## src/rtl/axi2port_loopback_ctrl_if.sv

```systemverilog
`timescale 1ns/1ps
// -----------------------------------------------------------------------------
// axi2port_loopback_ctrl_if
// -----------------------------------------------------------------------------
// Purpose
//   Groups the streams and sideband signals between the loopback self-test
//   sequencer and the gdma<->port bridge.
//
// Signals
//   gdma2port_tvalid / _tready / _tdata : tx stream, sequencer -> bridge
//   port2gdma_tvalid / _tready / _tdata : rx stream, bridge -> sequencer
//   sim_packet_flag                     : bridge sim-packet mode request
//   sim_packet_length                   : expected sim-packet length in words
//   receve_packet_done                  : bridge sim-packet completion level
//
// Modports
//   master : sequencer side (drives tx valid/data, rx ready, sim-packet ctrl)
//   slave  : bridge side (the mirror image)
// -----------------------------------------------------------------------------
interface axi2port_loopback_ctrl_if #(
  parameter int unsigned DATA_W = 32,
  parameter int unsigned LEN_W  = 5
);

  logic              gdma2port_tvalid;
  logic              gdma2port_tready;
  logic [DATA_W-1:0] gdma2port_tdata;

  logic              port2gdma_tvalid;
  logic              port2gdma_tready;
  logic [DATA_W-1:0] port2gdma_tdata;

  logic              sim_packet_flag;
  logic [LEN_W-1:0]  sim_packet_length;
  logic              receve_packet_done;

  modport master (
    output gdma2port_tvalid,
    input  gdma2port_tready,
    output gdma2port_tdata,
    input  port2gdma_tvalid,
    output port2gdma_tready,
    input  port2gdma_tdata,
    output sim_packet_flag,
    output sim_packet_length,
    input  receve_packet_done
  );

  modport slave (
    input  gdma2port_tvalid,
    output gdma2port_tready,
    input  gdma2port_tdata,
    output port2gdma_tvalid,
    input  port2gdma_tready,
    output port2gdma_tdata,
    input  sim_packet_flag,
    input  sim_packet_length,
    output receve_packet_done
  );

endinterface

```

## src/rtl/axi2port_loopback_ctrl.sv

```systemverilog
`timescale 1ns/1ps
// -----------------------------------------------------------------------------
// axi2port_loopback_ctrl
// -----------------------------------------------------------------------------
// Purpose
//   Self-test sequencer for the gdma<->port bridge, clocked by gdma_clk.
//   One run streams cfg_len pattern words (seed, seed+1, ...) out on the tx
//   stream, then collects cfg_len words from the rx stream and compares each
//   one with the same pattern. Reports pass, a saturating error count and a
//   timeout flag when no handshake happens for TMO_CYC cycles.
//
// Ports
//   gdma_clk   in   single clock
//   rst        in   synchronous reset, active-high
//   start      in   1-cycle run request, ignored while a run is in progress
//   cfg_len    in   words per run, latched on an accepted start
//   cfg_seed   in   first pattern word, latched on an accepted start
//   busy       out  high from the accepted start up to (not incl.) done
//   done       out  1-cycle pulse at the end of a run
//   pass       out  run result, held until the next accepted start
//   timeout    out  run ended by timeout, held until the next accepted start
//   err_cnt    out  number of mismatching rx words, saturates at 255
//   bus        if   streams and sim-packet sideband (master modport)
//
// Configuration
//   SIM_PACKET_EN : when defined, the rx phase is replaced by a wait for the
//                   bridge's sim-packet completion (receve_packet_done).
//                   When undefined, sim_packet_flag/length are tied to 0 and
//                   receve_packet_done is unused.
// -----------------------------------------------------------------------------
module axi2port_loopback_ctrl #(
  parameter int unsigned      DATA_W  = 32,
  parameter int unsigned      LEN_W   = 5,
  parameter int unsigned      TMO_W   = 16,
  // All-ones is 16'hFFFF at the default width.
  parameter logic [TMO_W-1:0] TMO_CYC = '1
) (
  input  logic                       gdma_clk,
  input  logic                       rst,
  input  logic                       start,
  input  logic [LEN_W-1:0]           cfg_len,
  input  logic [DATA_W-1:0]          cfg_seed,
  output logic                       busy,
  output logic                       done,
  output logic                       pass,
  output logic                       timeout,
  output logic [7:0]                 err_cnt,
  axi2port_loopback_ctrl_if.master   bus
);

  typedef enum logic [2:0] {
    S_IDLE,
    S_TX,
    S_RX,
    S_SIM_WAIT,
    S_DONE
  } state_e;

  localparam logic [TMO_W-1:0] TMO_LAST = TMO_CYC - TMO_W'(1);

  state_e             state_q;
  logic [LEN_W-1:0]   len_q;
  logic [DATA_W-1:0]  seed_q;
  logic [LEN_W-1:0]   tx_idx_q;
  logic [LEN_W-1:0]   rx_idx_q;
  logic [TMO_W-1:0]   tmo_q;
  logic [7:0]         err_cnt_q;
  logic               busy_q;
  logic               done_q;
  logic               pass_q;
  logic               timeout_q;
  logic               tx_tvalid_q;
  logic [DATA_W-1:0]  tx_tdata_q;
  logic               rx_tready_q;
`ifdef SIM_PACKET_EN
  logic               sim_flag_q;
  // Counts the first SIM_WAIT cycles during which receve_packet_done may still
  // carry the level left over from a previous packet.
  logic [1:0]         sim_cnt_q;
`endif

  // ---------------------------------------------------------------------------
  // Handshake decode and rx compare
  // ---------------------------------------------------------------------------
  logic              tx_hs;
  logic              rx_hs;
  logic              tx_last;
  logic              rx_last;
  logic              tmo_hit;
  logic [DATA_W-1:0] rx_expect;
  logic              rx_mismatch;
  logic [7:0]        err_cnt_d;

  assign tx_hs   = tx_tvalid_q & bus.gdma2port_tready;
  assign rx_hs   = rx_tready_q & bus.port2gdma_tvalid;
  assign tx_last = (tx_idx_q == len_q - LEN_W'(1));
  assign rx_last = (rx_idx_q == len_q - LEN_W'(1));
  assign tmo_hit = (tmo_q == TMO_LAST);

  // NOTE: every signal written here gets a default first, so no path leaves it
  // unassigned and no latch is inferred.
  always_comb begin
    rx_expect   = seed_q + DATA_W'(rx_idx_q);
    rx_mismatch = (bus.port2gdma_tdata != rx_expect);
    err_cnt_d   = err_cnt_q;
    if (rx_mismatch && (err_cnt_q != 8'hFF)) begin
      err_cnt_d = err_cnt_q + 8'd1;
    end
  end

  // ---------------------------------------------------------------------------
  // Sequencer FSM with registered outputs
  // ---------------------------------------------------------------------------
  // NOTE: all state here uses non-blocking assignments so every register sees
  // the values from before the clock edge, regardless of statement order.
  always_ff @(posedge gdma_clk) begin
    if (rst) begin
      state_q     <= S_IDLE;
      len_q       <= '0;
      seed_q      <= '0;
      tx_idx_q    <= '0;
      rx_idx_q    <= '0;
      tmo_q       <= '0;
      err_cnt_q   <= '0;
      busy_q      <= 1'b0;
      done_q      <= 1'b0;
      pass_q      <= 1'b0;
      timeout_q   <= 1'b0;
      tx_tvalid_q <= 1'b0;
      tx_tdata_q  <= '0;
      rx_tready_q <= 1'b0;
`ifdef SIM_PACKET_EN
      sim_flag_q  <= 1'b0;
      sim_cnt_q   <= '0;
`endif
    end else begin
      // done is a single-cycle pulse; only the transitions into DONE raise it.
      done_q <= 1'b0;

      unique case (state_q)
        S_IDLE: begin
          if (start) begin
            len_q     <= cfg_len;
            seed_q    <= cfg_seed;
            tx_idx_q  <= '0;
            rx_idx_q  <= '0;
            tmo_q     <= '0;
            err_cnt_q <= '0;
            pass_q    <= 1'b0;
            timeout_q <= 1'b0;
            if (cfg_len == '0) begin
              // Empty run: nothing to send or check, report success at once.
              state_q <= S_DONE;
              done_q  <= 1'b1;
              pass_q  <= 1'b1;
            end else begin
              state_q     <= S_TX;
              busy_q      <= 1'b1;
              tx_tvalid_q <= 1'b1;
              tx_tdata_q  <= cfg_seed;
            end
          end
        end

        S_TX: begin
          if (tx_hs) begin
            tmo_q <= '0;
            if (tx_last) begin
              tx_tvalid_q <= 1'b0;
`ifdef SIM_PACKET_EN
              state_q     <= S_SIM_WAIT;
              sim_flag_q  <= 1'b1;
              sim_cnt_q   <= '0;
`else
              state_q     <= S_RX;
              rx_tready_q <= 1'b1;
`endif
            end else begin
              tx_idx_q   <= tx_idx_q + LEN_W'(1);
              tx_tdata_q <= seed_q + DATA_W'(tx_idx_q) + DATA_W'(1);
            end
          end else if (tmo_hit) begin
            state_q     <= S_DONE;
            done_q      <= 1'b1;
            busy_q      <= 1'b0;
            timeout_q   <= 1'b1;
            pass_q      <= 1'b0;
            tx_tvalid_q <= 1'b0;
          end else begin
            tmo_q <= tmo_q + TMO_W'(1);
          end
        end

        S_RX: begin
          if (rx_hs) begin
            tmo_q     <= '0;
            err_cnt_q <= err_cnt_d;
            if (rx_last) begin
              // Result uses err_cnt_d so the final word's compare is included.
              state_q     <= S_DONE;
              done_q      <= 1'b1;
              busy_q      <= 1'b0;
              rx_tready_q <= 1'b0;
              pass_q      <= (err_cnt_d == 8'd0);
            end else begin
              rx_idx_q <= rx_idx_q + LEN_W'(1);
            end
          end else if (tmo_hit) begin
            state_q     <= S_DONE;
            done_q      <= 1'b1;
            busy_q      <= 1'b0;
            timeout_q   <= 1'b1;
            pass_q      <= 1'b0;
            rx_tready_q <= 1'b0;
          end else begin
            tmo_q <= tmo_q + TMO_W'(1);
          end
        end

`ifdef SIM_PACKET_EN
        S_SIM_WAIT: begin
          if ((sim_cnt_q == 2'd2) && bus.receve_packet_done) begin
            state_q    <= S_DONE;
            done_q     <= 1'b1;
            busy_q     <= 1'b0;
            sim_flag_q <= 1'b0;
            pass_q     <= (err_cnt_q == 8'd0);
          end else if (tmo_hit) begin
            state_q    <= S_DONE;
            done_q     <= 1'b1;
            busy_q     <= 1'b0;
            timeout_q  <= 1'b1;
            pass_q     <= 1'b0;
            sim_flag_q <= 1'b0;
          end else begin
            tmo_q <= tmo_q + TMO_W'(1);
            if (sim_cnt_q != 2'd2) begin
              sim_cnt_q <= sim_cnt_q + 2'd1;
            end
          end
        end
`endif

        S_DONE: begin
          // start is deliberately not looked at here.
          state_q <= S_IDLE;
        end

        default: begin
          state_q <= S_IDLE;
        end
      endcase
    end
  end

  // ---------------------------------------------------------------------------
  // Outputs
  // ---------------------------------------------------------------------------
  assign busy    = busy_q;
  assign done    = done_q;
  assign pass    = pass_q;
  assign timeout = timeout_q;
  assign err_cnt = err_cnt_q;

  assign bus.gdma2port_tvalid = tx_tvalid_q;
  assign bus.gdma2port_tdata  = tx_tdata_q;
  assign bus.port2gdma_tready = rx_tready_q;

`ifdef SIM_PACKET_EN
  assign bus.sim_packet_flag   = sim_flag_q;
  assign bus.sim_packet_length = len_q;
`else
  assign bus.sim_packet_flag   = 1'b0;
  assign bus.sim_packet_length = '0;

  logic unused_receve_packet_done;
  assign unused_receve_packet_done = bus.receve_packet_done;
`endif

endmodule

```

## src/flat_wrapper.sv

```systemverilog
// flat-port wrapper written by rule: the top's interface ports become plain ports
module axi2port_loopback_ctrl_flat 
#(
  parameter int unsigned      DATA_W  = 32,
  parameter int unsigned      LEN_W   = 5,
  parameter int unsigned      TMO_W   = 16,
                                               
  parameter logic [TMO_W-1:0] TMO_CYC = '1
)
  (gdma_clk, rst, start, cfg_len, cfg_seed, busy, done, pass, timeout, err_cnt, bus_gdma2port_tvalid, bus_gdma2port_tready, bus_gdma2port_tdata, bus_port2gdma_tvalid, bus_port2gdma_tready, bus_port2gdma_tdata, bus_sim_packet_flag, bus_sim_packet_length, bus_receve_packet_done);
  axi2port_loopback_ctrl_if #(.DATA_W(DATA_W), .LEN_W(LEN_W)) bus_i ();
  input  logic gdma_clk;
  input  logic rst;
  input  logic start;
  input  logic [LEN_W-1:0] cfg_len;
  input  logic [DATA_W-1:0] cfg_seed;
  output logic busy;
  output logic done;
  output logic pass;
  output logic timeout;
  output logic [7:0] err_cnt;
  output wire logic [$bits(bus_i.gdma2port_tvalid)-1:0] bus_gdma2port_tvalid;
  input wire logic [$bits(bus_i.gdma2port_tready)-1:0] bus_gdma2port_tready;
  output wire logic [$bits(bus_i.gdma2port_tdata)-1:0] bus_gdma2port_tdata;
  input wire logic [$bits(bus_i.port2gdma_tvalid)-1:0] bus_port2gdma_tvalid;
  output wire logic [$bits(bus_i.port2gdma_tready)-1:0] bus_port2gdma_tready;
  input wire logic [$bits(bus_i.port2gdma_tdata)-1:0] bus_port2gdma_tdata;
  output wire logic [$bits(bus_i.sim_packet_flag)-1:0] bus_sim_packet_flag;
  output wire logic [$bits(bus_i.sim_packet_length)-1:0] bus_sim_packet_length;
  input wire logic [$bits(bus_i.receve_packet_done)-1:0] bus_receve_packet_done;
  assign bus_gdma2port_tvalid = bus_i.gdma2port_tvalid;
  assign bus_i.gdma2port_tready = bus_gdma2port_tready;
  assign bus_gdma2port_tdata = bus_i.gdma2port_tdata;
  assign bus_i.port2gdma_tvalid = bus_port2gdma_tvalid;
  assign bus_port2gdma_tready = bus_i.port2gdma_tready;
  assign bus_i.port2gdma_tdata = bus_port2gdma_tdata;
  assign bus_sim_packet_flag = bus_i.sim_packet_flag;
  assign bus_sim_packet_length = bus_i.sim_packet_length;
  assign bus_i.receve_packet_done = bus_receve_packet_done;
  axi2port_loopback_ctrl #(.DATA_W(DATA_W), .LEN_W(LEN_W), .TMO_W(TMO_W), .TMO_CYC(TMO_CYC)) u_core (.gdma_clk(gdma_clk), .rst(rst), .start(start), .cfg_len(cfg_len), .cfg_seed(cfg_seed), .busy(busy), .done(done), .pass(pass), .timeout(timeout), .err_cnt(err_cnt), .bus(bus_i));
endmodule
```

## config.mk

```make
export PLATFORM = sky130hd
export DESIGN_NAME = axi2port_loopback_ctrl_flat
export DESIGN_NICKNAME = d
export VERILOG_FILES = /design/src/rtl/axi2port_loopback_ctrl_if.sv /design/src/rtl/axi2port_loopback_ctrl.sv /design/src/flat_wrapper.sv
export SDC_FILE = /design/constraint.sdc
export NUM_CORES = 1
export LEC_CHECK = 0
export ABC_AREA = 1
export CAP_MARGIN = 20
export CORE_MARGIN = 10
export CORE_UTILIZATION = 40
export DETAILED_ROUTE_END_ITERATION = 6
export DONT_BUFFER_PORTS = 1
export PLACE_DENSITY = 0.52
export SYNTH_ARGS = -nofsm -noshare
export SYNTH_HDL_FRONTEND = slang
export SYNTH_SLANG_ARGS = --single-unit
```

## constraint.sdc

```tcl
create_clock -name gdma_clk -period 4.15 [get_ports gdma_clk]
set_input_delay 0.415 -clock gdma_clk [delete_from_list [all_inputs] [get_ports gdma_clk]]
set_output_delay 0.415 -clock gdma_clk [all_outputs]
set_load 0.03 [all_outputs]
```

==> flow_summary.ini <==
[logic_synthesis]
synth_most_common_cell = nand2_1
synth_common_cells = 293 x nand2_1, 135 x nor2_1, 134 x inv_1, 112 x dfxtp_1, 102 x a21oi_1
ys_seq_area_frac = 0.3041
synthFlopType = dfxtp_1
synthTopCellsByArea = dfxtp_1 30%, nand2_1 15%, a21oi_1 6.9%, nor2_1 6.9%, inv_1 6.8%
yosys.area.top_type = dfxtp_1
syn_inst = 1165
synth_area_um2 = 7373
syn_area_per_cell_um2 = 6.329
yosys_warnings = 0
ys_ff_latch = 112
async_reset_ff_frac = 0
yosysUniqueCellTypes = 45
yosysTopAreaCellShare = 0.3041
synth_edf_count = 0

[power_and_ir_drop]
switchingPower_uw = 1072
p_sw_frac = 0.3649
intPower_uw = 1865
pwr-share-clk = 0.309
p_seq_frac = 0.476
p_comb_frac = 0.214
ir_drop_mv = 0.2169
leakage_uw = 0.003278
p_per_area_nw_per_um2 = 372.8

[place]
gp_congestion = 0.9053
io_buffers = 0
dpl.hpwl_um = 19270

[grt]
antenna_found_initial = 0
grt_pass1_vias = 6534
grt_pass1_wl_um = 37650
track_usage = 0.1963
grt-ovfl-total = 0
grt_max_degree = 64

[worst_setup_path]
arrival_ns = 3.72
critPathKind = flip-flop to flip-flop
crit_top_cell = nand2_1
cp.required_ns = 4.45
crit_path_start = u_core.rx_idx_q[0]
start_kind = flip-flop
cp_max_fo = 9
critPathMaxStageDelay_ns = 0.42
reg2reg_setup_slack_ns = 0.73
reg2reg_from = u_core.rx_idx_q[0]
cp_slowest_cell = fa_1
worstSetupEndpointType = flip-flop
crit_chain = ha_1 -> fa_1 -> nand2_1 -> nand2_1 -> nand3_1 -> nand2_2 -> nand2_1 -> inv_1 -> nand2_1 -> nand3_1 -> nand2_1 -> nand4_1 -> nor2_2 -> nand3_4 -> nand2_4 -> nand2_2 -> nand2_1 -> nand2_1 -> nor2_1 -> nand3_1 -> nand2_1 -> nand2_1 -> a21oi_2

[status]
run_status = complete, no violations

[min_path]
hold_start = rst
hp-class = input pin to flip-flop

[floorplanning]
start_util = 0.4091
design.die.area_um2 = 24260
io_pins = 127
num_rows = 49
coreArea_um2 = 18020
fp.dieW_um = 155.8
die_h_um = 155.8

[clock_network]
clkTransAtPathRegs_ns = 0.08
clock_latency_ns = 0.36
cts_tree = done
clock_sinks = 112
postCtsResizedCells = 0
cts_buffers = 9
clk_path_buf_depth = 2
root_buffer = clkbuf_16
htreeDepth = 3
cts-hold-fix-buffers = 0
cts_setup_buffers = 0

[sta]
max_freq_ghz = 0.2921
min_period_over_period = 0.8250
rsz0062_at_grt = false
relSlewSlack = 0.4677
finalSetupViolations = 0
finClkSkew_ns = 0.009473
worst_slew_pin_slew_ns = 0.7967
fin_tns_setup_ns = 0
hold_viol = 0
finalCriticalPeriod_ns = 3.424
maxSlewViolCount = 0

[drt]
drc = 0
wl_um = 24430
dr.first_iter.drc_count = 493
ant_nets = 0
vias_per_cell = 5.154
vias = 7143
wire_per_inst_um = 17.63
firstDrtPassIters = 5

[layout]
fillers = 1987
final_util = 0.4371
diodes = 0
syn2layout_area_growth_pct = 6.856
layout.nets = 1245
drive_above_1_share = 0.05445

[job]
cap_viol_max_count = 0
-- worst max-delay path: cells and delay by family (launching register included) --
| kind | cells | cell delay, ns |
|---|---|---|
| AO/OA/AOI/OAI | 1 | 0.10 |
| flip-flops | 1 | 0.41 |
| adder cells (fa/ha/maj) | 2 | 0.74 |
| buffers and inverters | 1 | 0.10 |
| AND/OR/NAND/NOR | 19 | 1.98 |
-- power by group through the flow --
stage / registers (uW) / logic [uW] / clock network [uW]
CTS: 1400 / 631 / 929
floorplan: 1370 / 497 / 0
global route: 1410 / 723 / 970
detailed placement: 1430 / 628 / 0
global placement: 1430 / 623 / 0
finish: 1400 / 629 / 909
-- registers in the layout (all words and copies together) (netlist names) --
signal and cells:
u_core.state_q 3, u_core.len_q 5, u_core.err_cnt 8, u_core.timeout 1, u_core.tmo_q 16, u_core.busy 1, u_core.pass 1, u_core.seed_q 32
u_core.bus.gdma2port_tdata 32, u_core.tx_idx_q 5, u_core.bus.port2gdma_tready 1, u_core.bus.gdma2port_tvalid 1, u_core.done 1, u_core.rx_idx_q 5
-- final cells by class --
class,instances,area [um2],area share
multi-input cells,883,4466,0.5668
flip-flops and latches,112,2242,0.2846
inverters,138,518.0,0.06575
well taps,229,286.5,0.03637
clock buffers,9,225.2,0.02859
clock inverters,7,81.33,0.01032
repair buffers,8,60.06,0.007623
-- logic make-up after synthesis --
| logic type | share of synthesized area |
|---|---|
| compound gates | 0.1604 |
| xor+xnor | 0.06414 |
| fa+ha+maj | 0.03258 |
| buf+inv | 0.09282 |
| flops | 0.3041 |
| other cells | 0.0005086 |
| simple gates | 0.3455 |
-- metal layers --
metal,GRT usage,part of all wire,up-vias
met1,0.2542,0.45,3209
li1,-,-,3747
met4,0.04412,0.013,0
met5,0,0,-
met2,0.3115,0.45,167
met3,0.06231,0.083,20
-- path summary, 6_finish.rpt --
check | end | depth (start not counted)
worst min register to register | u_core.tmo_q[13] | 2
worst min-delay path | u_core.pass | 1
worst max register to register | u_core.pass | 23
worst max-delay path | u_core.pass | 23
-- through the flow --
step	instance area [um2]	setup WS, ns	total power, uW	std cells	hold slack, ns
final	7879	0.7263	2937	1386	0.1206
after global routing	7879	0.3904	3105	1386	0.1030
after CTS	7879	0.7196	2962	1386	0.1007
after detailed placement	7572	0.7469	2055	1370	0.4598
after global placement	7572	0.7398	2051	1370	0.4554
after floorplan	7392	1.440	1866	1170	0.4377
-- layout by cell type (no fill, tap or decap), types with 16 or more instances in the layout --
cell type and count:
nand3_1 73, nor2_1 135, o21ai_0 89, inv_1 134, dfxtp_1 112, xnor2_1 17
nand2_1 293, ha_1 16, xor2_1 37, a21oi_1 102, nor3_1 20
Power figures use the tool's default switching activity.
